`src/rtl/ptr_sync_gray_pkg.sv`:
```
// Shared constants, types and gray/binary helpers for the gray-pointer
// synchroniser. Helpers operate on a fixed wide word; callers zero-extend
// narrower pointers in and truncate the result back, which is exact for
// gray/binary conversion because leading zero bits do not alter lower bits.
package ptr_sync_pkg;

  localparam int STAGES_MIN = 2;
  localparam int STAGES_MAX = 4;

  // Widest pointer the helper functions handle.
  localparam int PTR_MAX_W = 32;

  // Width of the warm-up counter; holds up to STAGES_MAX+1.
  localparam int WU_W = 3;

  typedef logic [PTR_MAX_W-1:0] ptr_word_t;

  // Width of a population count over a ptr_word_t (0..32).
  typedef logic [5:0] pop_t;

  // What the error tracker does on a given cycle.
  typedef enum logic [1:0] {
    ERR_HOLD    = 2'd0,
    ERR_CLEAR   = 2'd1,
    ERR_HIT     = 2'd2,
    ERR_HIT_CLR = 2'd3
  } err_action_t;

  // Gray to binary: each binary bit is the XOR of all gray bits at or above it.
  function automatic ptr_word_t gray2bin(input ptr_word_t g);
    ptr_word_t b;
    b[PTR_MAX_W-1] = g[PTR_MAX_W-1];
    for (int i = PTR_MAX_W - 2; i >= 0; i--) begin
      b[i] = b[i+1] ^ g[i];
    end
    return b;
  endfunction

  // Binary to gray: adjacent binary values differ in exactly one gray bit.
  function automatic ptr_word_t bin2gray(input ptr_word_t b);
    return b ^ (b >> 1);
  endfunction

  // Number of set bits; used to spot gray steps that flip more than one bit.
  function automatic pop_t popcount(input ptr_word_t w);
    pop_t c;
    c = '0;
    for (int i = 0; i < PTR_MAX_W; i++) begin
      c = c + {5'b0, w[i]};
    end
    return c;
  endfunction

endpackage

```
`src/rtl/ptr_sync_gray_if.sv`:
```
// Bundle of the synchroniser's data and status signals. The master side
// supplies the foreign gray pointer and error clear; the slave side (the
// synchroniser) returns the synchronised pointer and its derived status.
interface ptr_sync_gray_if #(
  parameter int ADDRSIZE = 4,
  parameter int ERRW     = 8
);

  logic [ADDRSIZE:0] graycode_wptr;
  logic              err_clr;
  logic [ADDRSIZE:0] sync_gray;
  logic [ADDRSIZE:0] sync_bin;
  logic [ADDRSIZE:0] ptr_delta;
  logic              ptr_moved;
  logic              sync_valid;
  logic              err_multibit;
  logic [ERRW-1:0]   err_cnt;

  modport master (
    output graycode_wptr,
    output err_clr,
    input  sync_gray,
    input  sync_bin,
    input  ptr_delta,
    input  ptr_moved,
    input  sync_valid,
    input  err_multibit,
    input  err_cnt
  );

  modport slave (
    input  graycode_wptr,
    input  err_clr,
    output sync_gray,
    output sync_bin,
    output ptr_delta,
    output ptr_moved,
    output sync_valid,
    output err_multibit,
    output err_cnt
  );

endinterface

```
`src/rtl/ptr_sync_gray_sync_chain.sv`:
```
// Bare multi-flop synchroniser chain. Kept in its own module with nothing
// but flops between d and q so CDC constraints can target it by name.
module sync_chain #(
  parameter int WIDTH  = 5,
  parameter int STAGES = 2
) (
  input  logic             rclk,
  input  logic             rst,
  input  logic [WIDTH-1:0] d,
  output logic [WIDTH-1:0] q
);

  logic [WIDTH-1:0] s [1:STAGES];

  // Shift the foreign value one flop further each receiving-clock edge.
  always_ff @(posedge rclk) begin
    if (rst) begin
      for (int i = 1; i <= STAGES; i++) begin
        s[i] <= '0;
      end
    end else begin
      s[1] <= d;
      for (int i = 2; i <= STAGES; i++) begin
        s[i] <= s[i-1];
      end
    end
  end

  assign q = s[STAGES];

endmodule

```
`src/rtl/ptr_sync_gray.sv`:
```
// Gray-pointer synchroniser for the async FIFO. Brings a foreign-domain gray
// pointer across through sync_chain, then in the receiving domain converts
// it to binary, reports the per-cycle advance, masks start-up garbage with a
// warm-up window and tracks illegal multi-bit gray steps.
module ptr_sync_gray
  import ptr_sync_pkg::*;
#(
  parameter int ADDRSIZE = 4,
  parameter int STAGES   = 2,
  parameter int ERRW     = 8
) (
  input logic          rclk,
  input logic          rst,
  ptr_sync_gray_if.slave bus
);

  localparam int PW = ADDRSIZE + 1;
  localparam logic [WU_W-1:0] WU_END = WU_W'(STAGES + 1);

  if (STAGES < STAGES_MIN || STAGES > STAGES_MAX) begin : g_bad_stages
    $error("ptr_sync_gray: STAGES=%0d outside legal range %0d..%0d",
           STAGES, STAGES_MIN, STAGES_MAX);
  end

  if (PW > PTR_MAX_W) begin : g_bad_width
    $error("ptr_sync_gray: pointer width %0d exceeds %0d", PW, PTR_MAX_W);
  end

  logic [PW-1:0]   sync_gray;
  logic [PW-1:0]   g_prev;
  logic [PW-1:0]   sync_bin;
  logic [PW-1:0]   ptr_delta;
  logic            ptr_moved;
  logic            sync_valid;
  logic            err_multibit;
  logic [ERRW-1:0] err_cnt;
  logic [WU_W-1:0] wu;

  logic [PW-1:0]   cur_bin;
  logic [PW-1:0]   delta_next;
  logic            hit;
  logic            err_sat;
  logic [WU_W-1:0] wu_next;
  err_action_t     err_action;

  sync_chain #(
    .WIDTH  (PW),
    .STAGES (STAGES)
  ) u_sync_chain (
    .rclk (rclk),
    .rst  (rst),
    .d    (bus.graycode_wptr),
    .q    (sync_gray)
  );

  // Derive binary value, modular advance, multi-bit check and warm-up step.
  always_comb begin
    cur_bin    = PW'(gray2bin(PTR_MAX_W'(sync_gray)));
    delta_next = cur_bin - sync_bin;
    hit        = sync_valid && (popcount(PTR_MAX_W'(sync_gray ^ g_prev)) > 6'd1);
    err_sat    = &err_cnt;
    wu_next    = (wu == WU_END) ? wu : wu + 1'b1;
  end

  // Choose the error tracker action; a hit on the same cycle as a clear wins.
  always_comb begin
    err_action = ERR_HOLD;
    if (hit && bus.err_clr) begin
      err_action = ERR_HIT_CLR;
    end else if (hit) begin
      err_action = ERR_HIT;
    end else if (bus.err_clr) begin
      err_action = ERR_CLEAR;
    end
  end

  // Count edges out of reset and open the valid window after the chain fills.
  always_ff @(posedge rclk) begin
    if (rst) begin
      wu         <= '0;
      sync_valid <= 1'b0;
    end else begin
      wu <= wu_next;
      if (wu_next == WU_END) begin
        sync_valid <= 1'b1;
      end
    end
  end

  // Register the binary pointer and its advance; advance is forced to zero
  // until the chain holds a trustworthy value.
  always_ff @(posedge rclk) begin
    if (rst) begin
      g_prev    <= '0;
      sync_bin  <= '0;
      ptr_delta <= '0;
      ptr_moved <= 1'b0;
    end else begin
      g_prev   <= sync_gray;
      sync_bin <= cur_bin;
      if (sync_valid) begin
        ptr_delta <= delta_next;
        ptr_moved <= (delta_next != '0);
      end else begin
        ptr_delta <= '0;
        ptr_moved <= 1'b0;
      end
    end
  end

  // Sticky multi-bit flag and saturating event counter.
  always_ff @(posedge rclk) begin
    if (rst) begin
      err_multibit <= 1'b0;
      err_cnt      <= '0;
    end else begin
      case (err_action)
        ERR_HIT_CLR: begin
          err_multibit <= 1'b1;
          err_cnt      <= ERRW'(1);
        end
        ERR_HIT: begin
          err_multibit <= 1'b1;
          if (!err_sat) begin
            err_cnt <= err_cnt + 1'b1;
          end
        end
        ERR_CLEAR: begin
          err_multibit <= 1'b0;
          err_cnt      <= '0;
        end
        default: begin
          err_multibit <= err_multibit;
          err_cnt      <= err_cnt;
        end
      endcase
    end
  end

  assign bus.sync_gray    = sync_gray;
  assign bus.sync_bin     = sync_bin;
  assign bus.ptr_delta    = ptr_delta;
  assign bus.ptr_moved    = ptr_moved;
  assign bus.sync_valid   = sync_valid;
  assign bus.err_multibit = err_multibit;
  assign bus.err_cnt      = err_cnt;

endmodule

```
`src/flat_wrapper.sv`:
```
// flat-port wrapper written by rule: the top's interface ports become plain ports
module ptr_sync_gray_flat import ptr_sync_pkg::*;
#(
  parameter int ADDRSIZE = 4,
  parameter int STAGES   = 2,
  parameter int ERRW     = 8
)
  (rclk, rst, bus_graycode_wptr, bus_err_clr, bus_sync_gray, bus_sync_bin, bus_ptr_delta, bus_ptr_moved, bus_sync_valid, bus_err_multibit, bus_err_cnt);
  ptr_sync_gray_if #(.ADDRSIZE(ADDRSIZE), .ERRW(ERRW)) bus_i ();
  input logic rclk;
  input logic rst;
  input wire logic [$bits(bus_i.graycode_wptr)-1:0] bus_graycode_wptr;
  input wire logic [$bits(bus_i.err_clr)-1:0] bus_err_clr;
  output wire logic [$bits(bus_i.sync_gray)-1:0] bus_sync_gray;
  output wire logic [$bits(bus_i.sync_bin)-1:0] bus_sync_bin;
  output wire logic [$bits(bus_i.ptr_delta)-1:0] bus_ptr_delta;
  output wire logic [$bits(bus_i.ptr_moved)-1:0] bus_ptr_moved;
  output wire logic [$bits(bus_i.sync_valid)-1:0] bus_sync_valid;
  output wire logic [$bits(bus_i.err_multibit)-1:0] bus_err_multibit;
  output wire logic [$bits(bus_i.err_cnt)-1:0] bus_err_cnt;
  assign bus_i.graycode_wptr = bus_graycode_wptr;
  assign bus_i.err_clr = bus_err_clr;
  assign bus_sync_gray = bus_i.sync_gray;
  assign bus_sync_bin = bus_i.sync_bin;
  assign bus_ptr_delta = bus_i.ptr_delta;
  assign bus_ptr_moved = bus_i.ptr_moved;
  assign bus_sync_valid = bus_i.sync_valid;
  assign bus_err_multibit = bus_i.err_multibit;
  assign bus_err_cnt = bus_i.err_cnt;
  ptr_sync_gray #(.ADDRSIZE(ADDRSIZE), .STAGES(STAGES), .ERRW(ERRW)) u_core (.rclk(rclk), .rst(rst), .bus(bus_i));
endmodule
```
`config.mk`:
```
export PLATFORM = sky130hd
export DESIGN_NAME = ptr_sync_gray_flat
export DESIGN_NICKNAME = d
export VERILOG_FILES = /design/src/rtl/ptr_sync_gray_pkg.sv /design/src/rtl/ptr_sync_gray_if.sv /design/src/rtl/ptr_sync_gray_sync_chain.sv /design/src/rtl/ptr_sync_gray.sv /design/src/flat_wrapper.sv
export SDC_FILE = /design/constraint.sdc
export NUM_CORES = 1
export LEC_CHECK = 0
export CORE_ASPECT_RATIO = 2
export CORE_MARGIN = 4
export CORE_UTILIZATION = 54
export CTS_BUF_LIST = sky130_fd_sc_hd__clkbuf_16
export DETAILED_ROUTE_END_ITERATION = 12
export HOLD_SLACK_MARGIN = 0.05
export PLACE_DENSITY = 0.79
export SLEW_MARGIN = 30
export SYNTH_ARGS = -nofsm -noshare
export SYNTH_HDL_FRONTEND = slang
export SYNTH_SLANG_ARGS = --single-unit
```
`constraint.sdc`:
```
create_clock -name rclk -period 10.1 [get_ports rclk]
set_clock_uncertainty 0.15 [all_clocks]
set_input_delay 1.515 -clock rclk [delete_from_list [all_inputs] [get_ports rclk]]
set_output_delay 1.515 -clock rclk [all_outputs]
set_load 0.02 [all_outputs]
```
# --- Word level (Yosys, flattened, before mapping) ---
# Memory sizes are Yosys's and may differ from the RTL's.
# Cells that the tools add are included.
word_totals:
  regBits: 29
  ram_bits: 10
  wordCells: 79
  mem_count: 1
op_classes:
  addsub: 34
  magnitude_cmp: 1
  eq_ne: 6
  n_mux: 12
  n_bitwise: 8
  n_reduce_logical: 9
mem_list:
  columns: ["memory", "words", "width", "read_ports", "rd_clocked_by_memory_dff", "write_ports", "line_no", "rtl"]
  rows:
  - ["u_core.u_sync_chain.s", 2, 5, 2, 0, 2, "ptr_sync_gray_sync_chain.sv:13", "logic [WIDTH-1:0] s [1:STAGES];"]
op_table:
  columns: ["cell", "count"]
  rows:
  - ["$add 6x1->6 const B", 27]
  - ["$pmux 8 s3", 1]
  - ["$add 6x1->6", 3]
  - ["$mux 5", 2]
  - ["$add 8x1->8 const B", 1]
  - ["$mux 8", 1]
  - ["$reduce_and 8->1", 1]
  - ["$eq 3x2->1 const B", 2]
  - ["$gt 6x1->1 const B", 1]
  - ["$reduce_bool 5->1", 1]
  - ["$sub 5x5->5", 1]
  - ["$xor 5x5->5", 1]
  - ["$eq 2x2->1 const B", 2]
  - ["$mux 1", 4]
  - ["$mux 2", 2]
  - ["$reduce_or 2->1", 2]
  - ["$xor 1x1->1", 4]
  - ["$add 3x1->3 const B", 1]
  - ["$mux 3", 1]
  - ["$reduce_bool 3->1", 1]
  - ["$add 1x1->2", 1]
  - ["$eq 2x1->1 const B", 1]
  - ["$logic_and 1x1->1", 2]
  - ["$ne 2x2->1 const B", 1]
  - ["5 further kinds", 6]

# --- Longest topological paths before layout ---
# An unclocked memory read counts as a cell.
logic_depth:
  ltp_word: 40
  depth_mapped: 13
  mapped_depth_nobuf: 13

# --- Cells and area by module ---
# Synthesis repeated with hierarchy kept, for this count alone.
hier_totals:
  hier_cells: 170
  hier_area_um2: 1681.6
modules_own_cells:
  columns: ["module", "n_inst", "cells_each", "area_per_inst_um2", "seq_area_each_um2"]
  rows:
  - ["ptr_sync_gray", 1, 150, 1418.9, 560.5]
  - ["sync_chain", 1, 20, 262.8, 200.2]

# --- Worst setup path after synthesis ---
# OpenSTA, ideal clock, no wires.
synth_timing:
  path_kind: "reg-to-reg"
  startpoint: "mem u_core.u_sync_chain.s[2][0]"
  endpoint: "reg u_core.err_cnt[5] (netlist: u_core.bus.err_cnt[5])"
  arrival_ns: 3.299
  required_time_ns: 9.879
  setup_slack_ns: 6.581
  path_stages_with_launch: 13
  synth_period_minus_slack_ns: 3.519
  path_cell_list: "dfxtp_1 xor2_1 ha_1 fa_1 nand2_1 fa_1 nand2_1 nand2_1 inv_1 ha_1 a41o_4 or4_1 a21oi_1"
synth_rtl:
  columns: ["item", "line_no", "rtl"]
  rows:
  - ["start: declaration", "ptr_sync_gray_sync_chain.sv:13", null]
  - ["end signal: assignment", "ptr_sync_gray.sv:125", "err_cnt <= err_cnt + 1'b1;"]
  - ["end signal: assignment", "ptr_sync_gray.sv:134", "err_cnt <= err_cnt;"]
  - ["end: declaration", "ptr_sync_gray.sv:36", "logic [ERRW-1:0] err_cnt;"]

==> results.cfg <==
[status]
status = finished clean

[layout]
areaGrowthSynthToFinish_pct = 29.2
layoutNonFillerInstCount = 237
nets = 229
antenna_cells = 0
drive_above_1_share_pct = 4.35

[yosys]
synth_area_leaders = dfxtp_1 45%, ha_1 8.2%, nor2b_1 6.7%
synth_compound_area_share_pct = 9.56
synth_area_um2 = 1680
synth_top_area_share_pct = 45.4
synthCells = 174
synth_ff_type = dfxtp_1
synth_warnings = 0
seq_area_frac_synth_pct = 45.4
synth_top_family_by_area = simple AND/OR/NAND/NOR gates
netlist_top_cells_count = 38 x dfxtp_1, 19 x nor2_1, 18 x nor2b_1, 12 x inv_1, 11 x ha_1
synthAdderAreaFrac_pct = 11.8
synth_edf_count = 0
synth-xor-area-share_pct = 7.09
async_flop_share_pct = 0
ys_types = 30
synth_fp_nets = 196
ys_seq_elements = 38
yosysTopAreaCell = dfxtp_1
syn_area_per_cell_um2 = 9.63
synth_most_common_cell = dfxtp_1
synth.area.mux_share_pct = 1.19
synthSimpleGateAreaFrac_pct = 19.6

[worst_setup_path]
path_cells = xor2_1, ha_1, fa_1, nand2_1, fa_1, nand2_1, nand2_1, inv_1, ha_1, a41o_4, or4_1, a21oi_1
rrSetupSlack_ns = 6.44
rr_endpoint = u_core.bus.err_cnt[5]
cpPeakStageDelay_ns = 0.54
endpoint_kind = flop
worstPathMaxFanout = 9
slowest_stage = fa_1
startpoint = u_core.u_sync_chain.s[2][1]
critPathKind = reg -> reg
critical_path_required_ns = 10.16
arrival_ns = 3.72
start_kind = flop
reg2reg_depth = 12
r2r-start = u_core.u_sync_chain.s[2][1]
endpoint = u_core.bus.err_cnt[5]
cpMostUsedCell = nand2_1

[timing]
fin_setup_tns_ns = 0
fin_crit_sh_pct = 36.3
period_needed_ns = 3.66
fmax_ghz = 0.273
timing.slew.headroom_pct = 68.4
setup-violations-final = 0
fin_ws_ns = 6.44
hold_viol = 0
hold_slack_ns = 0.285
rsz0062_at_grt = false
worstMarginPinSlew_ns = 0.467
maxSlewViolCount = 0

[floorplanning]
die_w_um = 47.4
rows = 28
num_io_pins = 34
dieArea_um2 = 4110
start_util_pct = 56.3
fp.dieH_um = 86.8
fp.coreArea_um2 = 2980

[clock_tree]
h-tree-depth = 2
clock-root-buffer = clkbuf_16
cts_tree = done
clock-sinks = 38
cts_buffers = 5
clk_pin_slew_ns = 0.05
cts_post_setup_buffers_inserted = 0
holdBufCountCts = 0
cts_buffer_depth = 2
insertion_delay_ns = 0.27
post_cts_resized = 0

[placement]
pre_cts_ws_ns = 6.49
port_buffers = 33
gp_congestion = 0.792
detailed_place_hpwl_mm = 2.51
place_inst = 230

[global_routing]
grtUsageMet2_pct = 32.4
grt.busiest_layer = met2
grt_pass1_wl_mm = 5.47
overflow = 0
grt_usage_pct = 18.6
grt_max_degree = 34
met3_usage_pct = 6.03
grt_pass1_vias = 1283
use_met1_pct = 17.0
antenna_found_initial = 0

[detailed_routing]
vias_per_cell = 5.48
routedWlPerCell_um = 14.1
drt_pass1_iterations = 4
routed_wl_mm = 3.33
dr_total_vias = 1299
drt_iter0_markers = 12
drc = 0
final_antenna_net_count = 0

[pwr]
peakVddDrop_uv = 126
power.density_nw_per_um2 = 185
p_leak_nw = 0.921
p_total_mw = 0.401

[hold_path]
hold_path_class = reg -> reg

[run]
cap_violations = 0
## sequential cells by signal (all words and copies together) (netlist names), named ones only
register and cells:
u_core.bus.sync_valid 1, u_core.bus.err_cnt 8, u_core.bus.err_multibit 1, u_core.u_sync_chain.s 10, u_core.wu 2, u_core.bus.ptr_moved 1, u_core.g_prev 4, u_core.bus.ptr_delta 5
u_core.bus.sync_bin 5
## worst min-delay path by stage
| stage | startpoint | end | slack, ns | cells past startpoint |
|---|---|---|---|---|
| finish | u_core.u_sync_chain.s[1][4] | u_core.u_sync_chain.s[2][4] | 0.28 | 1 |
| global route | u_core.u_sync_chain.s[1][4] | u_core.u_sync_chain.s[2][4] | 0.29 | 1 |
| floorplan | u_core.u_sync_chain.s[1][0] | u_core.u_sync_chain.s[2][0] | 0.26 | 1 |
| CTS | u_core.u_sync_chain.s[1][4] | u_core.u_sync_chain.s[2][4] | 0.29 | 1 |
| detailed placement | u_core.u_sync_chain.s[1][4] | u_core.u_sync_chain.s[2][4] | 0.28 | 1 |
| global placement | u_core.u_sync_chain.s[1][4] | u_core.u_sync_chain.s[2][4] | 0.27 | 1 |
## cell usage in the layout (no fill, tap or decap), types with 2 or more instances in the layout
cell type        instances
nand2_1                  8
ha_1                    11
nand4b_1                 2
inv_1                   12
nor3_1                   3
a21oi_1                 10
clkbuf_16                5
dfxtp_1                 38
and3_1                   3
nor2b_1                 18
mux2i_1                  2
a31oi_1                  4
nand3_1                  3
fa_1                     3
nor2_1                  19
clkdlybuf4s50_1         33
or4_1                    2
o21ai_0                  6
xor2_1                   9
nand2b_1                 3
xnor2_1                  2
## critical path: cells and delay by family, from the launching register on
family,cells,cell delay [ns]
buf+inv,1,0.08
fa+ha+maj,4,1.56
xor+xnor,1,0.19
compound gates,2,0.46
simple gates,4,0.76
flops,1,0.39
## power by group
part / internal, mW / switching (mW)
registers: 0.160 / 0.00602
clock network: 0.114 / 0.0538
logic: 0.0323 / 0.0354
total: 0.306 / 0.0952
## cell type report
cell class                 count  area, um2
multi-input combinational    116        825
tap                           30       37.5
clock inverter                 2       33.8
timing repair buffer          34        338
inverter                      12       45.0
fill                         225        813
clock buffer                   5        125
sequential                    38        761
## cell families after synthesis
group	after synthesis
compound gates	25
buf+inv	20
xor+xnor	12
mux	2
simple gates	63
flops	38
fa+ha+maj	14
## through the flow
step	area (um2)	util [%]
after detailed placement	2010	67.4
after floorplan	1680	-
after CTS	2160	72.7
final	2160	72.7
after global routing	2160	72.7
after global placement	2010	67.4
## per-layer routing
metal / up-vias / part of all wire (%) / wire, um
met5: - / 0 / 0
met4: 0 / 4.3 / 142
met3: 17 / 5.7 / 190
met2: 42 / 57 / 1880
met1: 602 / 33 / 1110
li1: 638 / - / -
(Power assumes the default switching activity.)
